==> src/rtl/gm64_pkg.sv <==
// Shared FSM state type and bus widths for the gm64 memory-port arbiter.
package gm64_pkg;
  localparam int BANK_W = 6;
  localparam int ADDR_W = 16;
  localparam int DATA_W = 8;
  localparam int GID_W  = 3;

  typedef enum logic [1:0] {IDLE, ISSUE, WAIT, DONE} state_t;
endpackage

==> src/rtl/mem_port_arbiter_rr_pick.sv <==
// Combinational winner selection: round-robin from last_grant+1 (mode=1)
// or fixed priority with the lowest index winning (mode=0); one-hot result.
module rr_pick
  import gm64_pkg::*;
#(
  parameter int NUM_PORTS = 2
) (
  input  logic [NUM_PORTS-1:0] req,
  input  logic [GID_W-1:0]     last_grant,
  input  logic                 mode,
  output logic [NUM_PORTS-1:0] grant
);
  logic found;

  always_comb begin
    grant = '0;
    found = 1'b0;
    if (mode) begin
      // Scan distances 1..NUM_PORTS from the previous winner, wrapping.
      for (int off = 1; off <= NUM_PORTS; off++) begin
        for (int i = 0; i < NUM_PORTS; i++) begin
          if (!found && req[i] && (i == (int'(last_grant) + off) % NUM_PORTS)) begin
            grant[i] = 1'b1;
            found    = 1'b1;
          end
        end
      end
    end else begin
      for (int i = 0; i < NUM_PORTS; i++) begin
        if (!found && req[i]) begin
          grant[i] = 1'b1;
          found    = 1'b1;
        end
      end
    end
  end
endmodule

==> src/rtl/mem_port_arbiter.sv <==
// Memory-port arbiter: picks one requesting channel, issues its access to the
// memory controller and returns completion, read data and timeout status.
module mem_port_arbiter
  import gm64_pkg::*;
#(
  parameter int NUM_PORTS      = 2,
  parameter int ROUND_ROBIN    = 1,
  parameter int TIMEOUT_CYCLES = 1023
) (
  input  logic                        clk,
  input  logic                        reset,
  input  logic [NUM_PORTS-1:0]        p_req,
  input  logic [NUM_PORTS-1:0]        p_write,
  input  logic [BANK_W*NUM_PORTS-1:0] p_bank,
  input  logic [ADDR_W*NUM_PORTS-1:0] p_addr,
  input  logic [DATA_W*NUM_PORTS-1:0] p_wdata,
  output logic [NUM_PORTS-1:0]        p_ack,
  output logic                        p_err,
  output logic [DATA_W-1:0]           p_rdata,
  output logic                        mc_ce,
  output logic                        mc_write,
  output logic [BANK_W-1:0]           mc_bank,
  output logic [ADDR_W-1:0]           mc_addr,
  output logic [DATA_W-1:0]           mc_wdata,
  input  logic                        mc_busy,
  input  logic                        mc_data_ready,
  input  logic [DATA_W-1:0]           mc_rdata,
  output logic [GID_W-1:0]            grant_id
);
  localparam int               CNT_W     = $clog2(TIMEOUT_CYCLES + 1);
  localparam logic [CNT_W-1:0] CNT_LIMIT = CNT_W'(TIMEOUT_CYCLES);
  localparam logic [CNT_W-1:0] CNT_MAX   = {CNT_W{1'b1}};
  localparam logic [GID_W-1:0] LAST_RST  = GID_W'(NUM_PORTS - 1);

  state_t                 state_q, state_d;
  logic [GID_W-1:0]       grant_id_q, grant_id_d;
  logic [GID_W-1:0]       last_grant_q, last_grant_d;
  logic [CNT_W-1:0]       wait_cnt_q, wait_cnt_d;
  logic                   mc_ce_q, mc_ce_d;
  logic                   mc_write_q, mc_write_d;
  logic [BANK_W-1:0]      mc_bank_q, mc_bank_d;
  logic [ADDR_W-1:0]      mc_addr_q, mc_addr_d;
  logic [DATA_W-1:0]      mc_wdata_q, mc_wdata_d;
  logic [NUM_PORTS-1:0]   p_ack_q, p_ack_d;
  logic                   p_err_q, p_err_d;
  logic [DATA_W-1:0]      p_rdata_q, p_rdata_d;

  logic [NUM_PORTS-1:0]   pick;
  logic [GID_W-1:0]       pick_id;
  logic                   pick_write;
  logic [BANK_W-1:0]      pick_bank;
  logic [ADDR_W-1:0]      pick_addr;
  logic [DATA_W-1:0]      pick_wdata;
  logic                   finish;
  logic                   fin_err;
  logic [DATA_W-1:0]      fin_data;

  rr_pick #(.NUM_PORTS(NUM_PORTS)) u_pick (
    .req       (p_req),
    .last_grant(last_grant_q),
    .mode      (ROUND_ROBIN != 0),
    .grant     (pick)
  );

  always_comb begin
    pick_id    = '0;
    pick_write = 1'b0;
    pick_bank  = '0;
    pick_addr  = '0;
    pick_wdata = '0;
    for (int i = 0; i < NUM_PORTS; i++) begin
      if (pick[i]) begin
        pick_id    = GID_W'(i);
        pick_write = p_write[i];
        pick_bank  = p_bank[i*BANK_W +: BANK_W];
        pick_addr  = p_addr[i*ADDR_W +: ADDR_W];
        pick_wdata = p_wdata[i*DATA_W +: DATA_W];
      end
    end
  end

  always_comb begin
    state_d      = state_q;
    grant_id_d   = grant_id_q;
    last_grant_d = last_grant_q;
    wait_cnt_d   = wait_cnt_q;
    mc_ce_d      = 1'b0;
    mc_write_d   = mc_write_q;
    mc_bank_d    = mc_bank_q;
    mc_addr_d    = mc_addr_q;
    mc_wdata_d   = mc_wdata_q;
    p_ack_d      = '0;
    p_err_d      = 1'b0;
    p_rdata_d    = '0;
    finish       = 1'b0;
    fin_err      = 1'b0;
    fin_data     = '0;

    case (state_q)
      IDLE: begin
        if (|p_req) begin
          grant_id_d = pick_id;
          mc_write_d = pick_write;
          mc_bank_d  = pick_bank;
          mc_addr_d  = pick_addr;
          mc_wdata_d = pick_wdata;
          state_d    = ISSUE;
        end
      end
      ISSUE: begin
        if (!mc_busy) begin
          mc_ce_d    = 1'b1;
          wait_cnt_d = '0;
          state_d    = WAIT;
        end
      end
      WAIT: begin
        if (wait_cnt_q != CNT_MAX) wait_cnt_d = wait_cnt_q + 1'b1;
        // The first WAIT cycle overlaps the issue strobe, so a write's busy is not trusted yet.
        if (!mc_write_q && mc_data_ready) begin
          finish   = 1'b1;
          fin_data = mc_rdata;
        end else if (mc_write_q && (wait_cnt_q != '0) && !mc_busy) begin
          finish = 1'b1;
        end else if (wait_cnt_q >= CNT_LIMIT) begin
          finish  = 1'b1;
          fin_err = 1'b1;
        end
      end
      DONE: begin
        last_grant_d = grant_id_q;
        state_d      = IDLE;
      end
      default: state_d = IDLE;
    endcase

    if (finish) begin
      state_d   = DONE;
      p_err_d   = fin_err;
      p_rdata_d = fin_data;
      for (int i = 0; i < NUM_PORTS; i++) p_ack_d[i] = (grant_id_q == GID_W'(i));
    end
  end

  always_ff @(posedge clk) begin
    if (reset) begin
      state_q      <= IDLE;
      grant_id_q   <= '0;
      last_grant_q <= LAST_RST;
      wait_cnt_q   <= '0;
      mc_ce_q      <= 1'b0;
      mc_write_q   <= 1'b0;
      mc_bank_q    <= '0;
      mc_addr_q    <= '0;
      mc_wdata_q   <= '0;
      p_ack_q      <= '0;
      p_err_q      <= 1'b0;
      p_rdata_q    <= '0;
    end else begin
      state_q      <= state_d;
      grant_id_q   <= grant_id_d;
      last_grant_q <= last_grant_d;
      wait_cnt_q   <= wait_cnt_d;
      mc_ce_q      <= mc_ce_d;
      mc_write_q   <= mc_write_d;
      mc_bank_q    <= mc_bank_d;
      mc_addr_q    <= mc_addr_d;
      mc_wdata_q   <= mc_wdata_d;
      p_ack_q      <= p_ack_d;
      p_err_q      <= p_err_d;
      p_rdata_q    <= p_rdata_d;
    end
  end

  assign mc_ce    = mc_ce_q;
  assign mc_write = mc_write_q;
  assign mc_bank  = mc_bank_q;
  assign mc_addr  = mc_addr_q;
  assign mc_wdata = mc_wdata_q;
  assign p_ack    = p_ack_q;
  assign p_err    = p_err_q;
  assign p_rdata  = p_rdata_q;
  assign grant_id = grant_id_q;
endmodule
==> config.mk <==
export PLATFORM = sky130hd
export DESIGN_NAME = mem_port_arbiter
export DESIGN_NICKNAME = d
export VERILOG_FILES = /design/src/rtl/gm64_pkg.sv /design/src/rtl/mem_port_arbiter_rr_pick.sv /design/src/rtl/mem_port_arbiter.sv
export SDC_FILE = /design/constraint.sdc
export NUM_CORES = 1
export LEC_CHECK = 0
export BUFFER_PORTS_ARGS = -buffer_cell sky130_fd_sc_hd__buf_2
export CAP_MARGIN = 10
export CORE_MARGIN = 2
export CORE_UTILIZATION = 44
export CTS_CLUSTER_SIZE = 20
export DETAILED_ROUTE_END_ITERATION = 10
export GPL_TIMING_DRIVEN = 0
export PLACE_DENSITY = 0.82
export SLEW_MARGIN = 20
export SYNTH_ARGS = -nofsm -noshare
export SYNTH_HDL_FRONTEND = slang
export SYNTH_SLANG_ARGS = --single-unit
export TNS_END_PERCENT = 5
==> constraint.sdc <==
create_clock -name clk -period 1.86 [get_ports clk]
set_input_delay 0.372 -clock clk [delete_from_list [all_inputs] [get_ports clk]]
set_output_delay 0.372 -clock clk [all_outputs]
set_load 0.05 [all_outputs]
After elaboration in Yosys (flattened, before gate mapping). Index checks and enable logic that the tools add are counted. Widths: inputs -> output; s select.

Add/subtract/negate cells: 3. Order comparisons: 1. Equal/unequal tests: 11. Multiplexer cells: 27. Bitwise logic cells: 6. Reduce and logical (&&, ||, !) cells: 30.

Operators with widths (count): $logic_not 32->1 (2); $mux 16 (2); $mux 10 (2); $pmux 10 s2 (1); $mux 8 (2); $mux 1 (14); $mux 6 (2); $add 10x1->10 const B (1); $ge 10x10->1 const B (1); $logic_and 1x1->1 (10); $ne 10x10->1 const B (1); $reduce_bool 10->1 (1); $mux 2 (3); $ne 3x3->1 const B (2); $pmux 2 s3 (1); $reduce_and 3->1 (2); $reduce_or 2->1 (3); $logic_not 1->1 (5); $reduce_or 5->1 (1); $eq 2x2->1 const A (2); $eq 2x2->1 const B (2); $ne 2x2->1 const B (2); $not 1->1 (4); $reduce_bool 4->1 (1); 9 further kinds (11).

Register bits: 57. Input port bits: 76. Output and inout port bits: 46. Logic and storage cells: 90.

Logic depth before layout (Yosys ltp). Gate-level depths: netlist of the first run.

Depth in word-level cells: 18. Gate-level depth with buffers: 7.

By module. From an unflattened synthesis of the first run, not the netlist that was laid out.

Cells, all modules: 275. Area, all modules: 2414.8 µm².

Modules (own cells, without submodules): mem_port_arbiter (times used 1, cells an instance 271, area each 2384.8 µm²); rr_pick (times used 1, cells an instance 4, area each 30.0 µm²).

Worst setup path after synthesis of the first run. No wires, ideal clock.

Kind: input to register. Start point: in mc_busy. End point: reg wait_cnt_q[1]. Setup time: 0.121 ns. Arrival: 1.356 ns. Slack: 0.383 ns. Cell stages on the path: 5. Buffers on the path: 1. Cells stage by stage: or3b_2 > nand2b_1 > buf_2 > nor2_1 > mux2_2.

Cells in the longest elaborated chain, start to end: 2.

Ends and longest elaborated chain: start: declaration (RTL line mem_port_arbiter.sv:25) `input logic mc_busy,`; $ne 2x2->1 (no line); $reduce_and 3->1 (no line); end signal: assignment (RTL line mem_port_arbiter.sv:163) `wait_cnt_q <= wait_cnt_d;`; end: declaration (RTL line mem_port_arbiter.sv:38) `logic [CNT_W-1:0] wait_cnt_q, wait_cnt_d;`.

No other way between the ends. A chain may end at the register's enable or synchronous reset.

Worst setup path in the final report of the first run.
Start point: reg state_q[1]. End point: reg mc_bank_q[2] (netlist: mc_bank[2]).

Cells in the longest elaborated chain, start to end: 2.

Ends and longest elaborated chain: start: declaration (RTL line mem_port_arbiter.sv:35) `state_t state_q, state_d;`; start signal: assignment (RTL line mem_port_arbiter.sv:160) `state_q <= state_d;`; $logic_not 2->1 (RTL line mem_port_arbiter.sv:99) `case (state_q)`; $reduce_and 2->1 (no line); end signal: assignment (RTL line mem_port_arbiter.sv:166) `mc_bank_q <= mc_bank_d;`; end: declaration (RTL line mem_port_arbiter.sv:41) `logic [BANK_W-1:0] mc_bank_q, mc_bank_d;`.

No other way between the ends.

==> impl_metrics.py, run 1 <==
metrics = {
    "cts": {
        "cts_setup_buffers": 0,
        "clockRootBuffer": "clkbuf_8",
        "path_clk_slew_ns": 0.06,
        "clkLatencyLatePin_ns": 0.33,
        "cts_made_buffers": 9,
        "clockBufferDepth": 2,
        "htree_levels": 3,
        "cts_sinks": 57,
        "cts_tree": "done",
    },
    "synthesis": {
        "synth_top_family_by_area": "compound AO/OA/AOI/OAI gates",
        "avgSynthCellArea_um2": 9.84,
        "synth_edf_count": 0,
        "ys_types": 52,
        "syn_area_um2": 2280,
        "synth-xor-area-share_pct": 0.768,
        "yosysTopAreaCellShare_pct": 50.0,
        "synthAdderAreaFrac_pct": 1.10,
        "yosysWarnings": 0,
        "ys_top_cells_by_area": "dfxtp_1 (50%), a222oi_1 (12%), nor2_1 (6.4%)",
        "synth_async_sr_flop_share_pct": 0,
        "yosys.area_share.simple_pct": 19.0,
        "ys_seq_area_share_pct": 50.0,
        "netlist_instances": 232,
        "synth_top_area_cell": "dfxtp_1",
        "synthMuxAreaShare_pct": 1.37,
        "ys_ff_latch": 57,
        "synth_ff_type": "dfxtp_1",
        "synth_compound_area_share_pct": 21.8,
    },
    "die": {
        "dieArea_um2": 5780,
        "coreArea_um2": 5040,
        "rows": 26,
        "ioPinCount": 122,
        "die_width_um": 76.0,
        "die_h_um": 76.0,
        "initial_core_util_pct": 45.3,
    },
    "worst_setup_path": {
        "critPathMaxFanout": 10,
        "crit_end": "mc_bank[2]",
        "r2r.worst_path.cells": 6,
        "r2r-end": "mc_bank[2]",
        "arrival_ns": 1.91,
        "startpoint": "state_q[1]",
        "r2r-start": "state_q[1]",
        "r2r_slack_ns": 0.15,
        "critPathSlowestCell": "a222oi_1",
        "crit_path_max_incr_delay_ns": 0.40,
        "crit_path_end_kind": "flip-flop",
        "crit_required_ns": 2.06,
        "start_kind": "flip-flop",
        "path_cells": "buf_4 -> nor2_4 -> o21ai_1 -> clkbuf_1 -> a222oi_1 -> nor2_1",
        "worstSetupPathType": "reg2reg",
    },
    "layout": {
        "finalInstanceArea_um2": 3130,
        "final_nets": 441,
        "final_layout_size_suffix_gt1_share_pct": 42.2,
        "final_cell_mix": "buf_2 (123), dfxtp_1 (57), nor2_1 (39)",
        "syn_to_final_growth_pct": 37.3,
        "n_antenna_cell": 0,
        "final_common_cell": "buf_2",
    },
    "route": {
        "drt-wirelength-per-cell_um": 14.0,
        "dr.first_iter.drc_count": 164,
        "detail-route-antenna-nets": 0,
        "drtPass1Iterations": 6,
        "routed_wl_um": 6130,
        "via_count": 2351,
        "vias_per_cell": 5.38,
        "drc": 0,
    },
    "sta": {
        "drv_slew": 0,
        "timing.slew.headroom_pct": 53.3,
        "period_share_pct": 91.7,
        "finalClockSkew_ns": 0.00762,
        "period_needed_ns": 1.71,
        "rsz0062_at_grt": "false",
        "hold_violations": 0,
        "worstMarginPinSlew_ns": 0.697,
        "setup_viol": 0,
        "max_freq_ghz": 0.586,
        "layout_setup_ws_ns": 0.154,
    },
    "power_and_ir_drop": {
        "p_per_area_nw_per_um2": 967,
        "p_leak_uw": 0.00147,
        "ir_drop_v": 0.000517,
    },
    "job": {
        "drv_cap": 0,
    },
    "grt": {
        "overflow": 0,
        "grt_usage_pct": 21.4,
        "grt_pass1_vias": 2222,
        "grt_pass1_wl_um": 9920,
        "antenna_found_initial": 0,
        "grt_max_degree": 11,
    },
    "placement": {
        "dp_slack_ns": -0.00275,
        "place_congestion": 0.799,
        "hpwl_um": 4570,
        "port_buffers": 119,
        "place_area_um2": 2970,
    },
    "outcome": {
        "status": "complete, no violations",
    },
    "min_path": {
        "hold_path_class": "in2reg",
    },
}
[worst min-delay path by stage]
stage	startpoint	to	slack, ns	depth (start not counted)
after floorplan	wait_cnt_q[9]	wait_cnt_q[9]	0.47	1
after global placement	mc_bank[5]	mc_bank[5]	0.46	2
after detailed placement	mc_bank[5]	mc_bank[5]	0.47	2
after CTS	mc_rdata[2]	p_rdata[2]	0.23	2
after global routing	mc_rdata[1]	p_rdata[1]	0.23	2
final	mc_rdata[2]	p_rdata[2]	0.24	2
[cell type report]
type / count / area, um^2
plain buffers: 17 / 96.3
clock buffers: 12 / 145
clock inverters: 3 / 17.5
fillers: 453 / 1910
inverters: 10 / 37.5
multi-input cells: 149 / 1010
flip-flops and latches: 57 / 1140
well taps: 70 / 87.6
repair buffers: 119 / 596
[power breakdown]
part           switching [uW]  internal (uW)  total [uW]  leakage, uW
clock network             460            508         967    0.0000822
registers                40.8           1300        1340     0.000466
logic                     485            236         721     0.000926
[sequential cells by signal (all words and copies together), names as in the netlist]
register,count
grant_id,1
last_grant_q,1
mc_addr,16
mc_bank,6
mc_ce,1
mc_wdata,8
mc_write,1
p_ack,2
p_err,1
p_rdata,8
state_q,2
wait_cnt_q,10
[kinds of logic (layout without fill, tap and decap cells)]
logic type	count (synthesis)	in the layout
buf+inv	27	161
compound gates	59	59
flops	57	57
xor+xnor	2	2
mux	3	3
simple gates	81	81
fa+ha+maj	2	2
other cells	1	2
[repair_timing]
| item | in CTS | in global routing |
|---|---|---|
| gates resized for setup | 0 | 2 |
| hold buffers | 0 | 0 |
| setup endpoints to repair | 0 | 2 |
| hold endpoints to repair | 0 | 0 |
[cells in the mapped netlist, types with 2 or more instances]
cell      count
nor4_1        2
inv_1        10
nand3_1       3
o31ai_1       2
and2_1        8
buf_2         4
o22ai_1       4
nand2_1       5
dfxtp_1      57
a221oi_1      4
a211oi_1      3
nand2b_1      2
o21ai_0       3
ha_1          2
clkbuf_1      7
a222oi_1     27
nor2_1       39
a21oi_1       6
mux2i_1       2
buf_4         5
nor3_1        6
[worst max-delay path, delay by kind of cell (launching register included)]
kind	cells	cell delay [ns]
AO/OA/AOI/OAI	2	0.59
buffers and inverters	2	0.45
flip-flops	1	0.30
AND/OR/NAND/NOR	2	0.23
[per-stage QoR]
step                      instances  setup TNS (ns)  util (%)  power (uW)  hold WS [ns]
after floorplan                 233               0         -        1870         0.471
after global placement          422               0      58.9        2070         0.460
after detailed placement        422        -0.00525      58.9        2090         0.468
after CTS                       437               0      62.1        3060         0.226
after global routing            437               0      62.1        3170         0.232
final                           437               0      62.1        3030         0.242
[layer usage]
| metal | vias to the layer above | wire [um] | global-route usage (%) |
|---|---|---|---|
| met5 | - | 0 | 0 |
| met4 | 0 | 94 | 10.5 |
| met3 | 7 | 540 | 6.28 |
| met2 | 125 | 2870 | 36.0 |
| met1 | 1081 | 2630 | 24.9 |
| li1 | 1138 | - | - |
Power figures use the tool's default switching activity.
==> run 2, diff against run 1 <==
CORE_ASPECT_RATIO = 1.1   (was default)
==> run 2 against run 1 <==
Hold slack improved by 0.0034 ns. Die area about the same. Routed wire length decreased by 5.4%. Clock power increased by 16%. Final cell count decreased by 2.7%.
==> impl_metrics.py, run 2 (synthesis gave the netlist of run 1 again) <==
metrics = {
    "grt": {
        "antenna_found_initial": 0,
        "grt_util_met2_pct": 35.5,
        "globalRouteMet1Util_pct": 24.1,
        "grt_pass1_wl_um": 9530,
        "grt_pass1_vias": 2262,
        "overflow": 0,
        "grt_usage_pct": 21.0,
        "grt_max_degree": 11,
        "top_usage_layer": "met2",
        "use_met3_pct": 6.44,
    },
    "layout": {
        "layout.area.seq_um2": 1140,
        "multi_input_area_um2": 1010,
        "final_nets": 441,
        "nFillCells": 429,
        "final_layout_size_suffix_gt1_share_pct": 42.8,
        "largest_register_ffs": 16,
        "syn_to_final_growth_pct": 38.1,
        "n_antenna_cell": 0,
        "final_common_cell": "buf_2",
        "final_cell_mix": "buf_2 (123), dfxtp_1 (57), nor2_1 (39)",
        "fin_cells": 425,
    },
    "power_and_ir_drop": {
        "switching_share_pct": 30.3,
        "p_per_area_nw_per_um2": 1010,
        "pwr-share-seq_pct": 42.2,
        "p_int_uw": 2220,
        "pwr-share-comb_pct": 22.5,
        "ir_drop_v": 0.000590,
        "switchingPower_uw": 964,
        "pwr-share-clk_pct": 35.3,
        "p_leak_uw": 0.00150,
    },
    "cts": {
        "cts_sinks": 57,
        "clockRootBuffer": "clkbuf_8",
        "clkLatencyLatePin_ns": 0.32,
        "clockBufferDepth": 2,
        "cts_setup_buffers": 0,
        "htree_levels": 3,
        "cts_tree": "done",
        "cts_made_buffers": 9,
        "holdBufCountCts": 0,
        "cts_resized": 0,
        "path_clk_slew_ns": 0.06,
    },
    "placement": {
        "port_buffers": 119,
        "dp.cells": 410,
        "dp_slack_ns": -0.0233,
        "hpwl_um": 4420,
        "place_congestion": 0.815,
    },
    "route": {
        "drc": 0,
        "routed_wl_um": 5800,
        "detail-route-antenna-nets": 0,
        "drtPass1Iterations": 9,
        "vias_per_cell": 5.38,
        "dr.first_iter.drc_count": 172,
        "via_count": 2287,
        "drt-wirelength-per-cell_um": 13.6,
    },
    "worst_setup_path": {
        "crit_required_ns": 2.06,
        "critPathMaxFanout": 10,
        "arrival_ns": 1.90,
        "startpoint": "state_q[1]",
        "r2r_slack_ns": 0.16,
        "start_kind": "flip-flop",
        "crit_end": "mc_addr[13]",
        "r2r.worst_path.cells": 6,
        "r2r-end": "mc_addr[13]",
        "worstSetupPathType": "reg2reg",
        "r2r-start": "state_q[1]",
        "crit_path_end_kind": "flip-flop",
    },
    "die": {
        "initial_core_util_pct": 45.6,
        "ioPinCount": 122,
        "dieArea_um2": 5780,
        "coreArea_um2": 5000,
        "die_h_um": 79.5,
        "die_width_um": 72.7,
        "rows": 27,
    },
    "sta": {
        "layout_setup_ws_ns": 0.159,
        "max_freq_ghz": 0.588,
        "rsz0062_at_grt": "true",
        "setup_viol": 0,
        "timing.slew.headroom_pct": 53.1,
        "period_share_pct": 91.4,
        "drv_slew": 0,
        "hold_violations": 0,
        "worstMarginPinSlew_ns": 0.700,
        "period_needed_ns": 1.70,
        "finalClockSkew_ns": 0.00661,
        "fin_setup_tns_ns": 0,
    },
    "outcome": {
        "status": "complete, no violations",
    },
    "min_path": {
        "hold_path_class": "in2reg",
    },
    "job": {
        "drv_cap": 0,
    },
}
-- run 2: changes by cell type in the layout (fill, tap and decap cells not counted), sizes merged --
cell | previous run | this run
clkinvlp | 1 | 0
bufinv | 0 | 1
-- run 2: metal layers --
metal	vias to the layer above	wire [um]
met2	104	2910
li1	1135	-
met4	0	73
met5	-	0
met3	7	478
met1	1041	2340
-- run 2: how the worst min path moves through the flow --
stage | startpoint | end | slack [ns] | depth (start not counted)
after CTS | mc_rdata[1] | p_rdata[1] | 0.23 | 2
after global placement | mc_wdata[7] | mc_wdata[7] | 0.46 | 2
after detailed placement | mc_wdata[7] | mc_wdata[7] | 0.46 | 2
after global routing | mc_rdata[1] | p_rdata[1] | 0.24 | 2
final | mc_rdata[1] | p_rdata[1] | 0.25 | 2
after floorplan | wait_cnt_q[9] | wait_cnt_q[9] | 0.47 | 1
-- run 2: critical path, stage by stage, from the launching register on --
cell and delay [ns]:
dfxtp_1 0.31, buf_4 0.18, nor2_4 0.17, o21ai_1 0.19
clkbuf_1 0.26, a222oi_1 0.40, nor2_1 0.06
-- run 2: cell type report --
type / instances / area share (%)
plain buffers: 17 / 3.10
repair buffers: 119 / 18.9
well taps: 58 / 2.30
clock inverters: 3 / 1.27
multi-input cells: 149 / 32.1
flip-flops and latches: 57 / 36.2
inverters: 10 / 1.19
clock buffers: 12 / 4.92
-- run 2: power groups by stage --
stage	combinational [uW]	sequential (uW)	clock, uW
2_1_floorplan	260	1610	0
3_3_place_gp	706	1360	0
3_5_place_dp	716	1360	0
4_1_cts	716	1340	1150
5_1_grt	777	1350	1200
6_report	715	1340	1120
-- run 2: stage by stage --
| step | cell area (um^2) | hold WS, ns | power [uW] | utilization (%) |
|---|---|---|---|---|
| final | 3150 | 0.245 | 3180 | 63.0 |
| after global routing | 3150 | 0.236 | 3320 | 63.0 |
| after CTS | 3150 | 0.229 | 3210 | 63.0 |
| after detailed placement | 2950 | 0.464 | 2080 | 59.1 |
| after global placement | 2950 | 0.458 | 2070 | 59.1 |
| after floorplan | 2290 | 0.471 | 1870 | - |
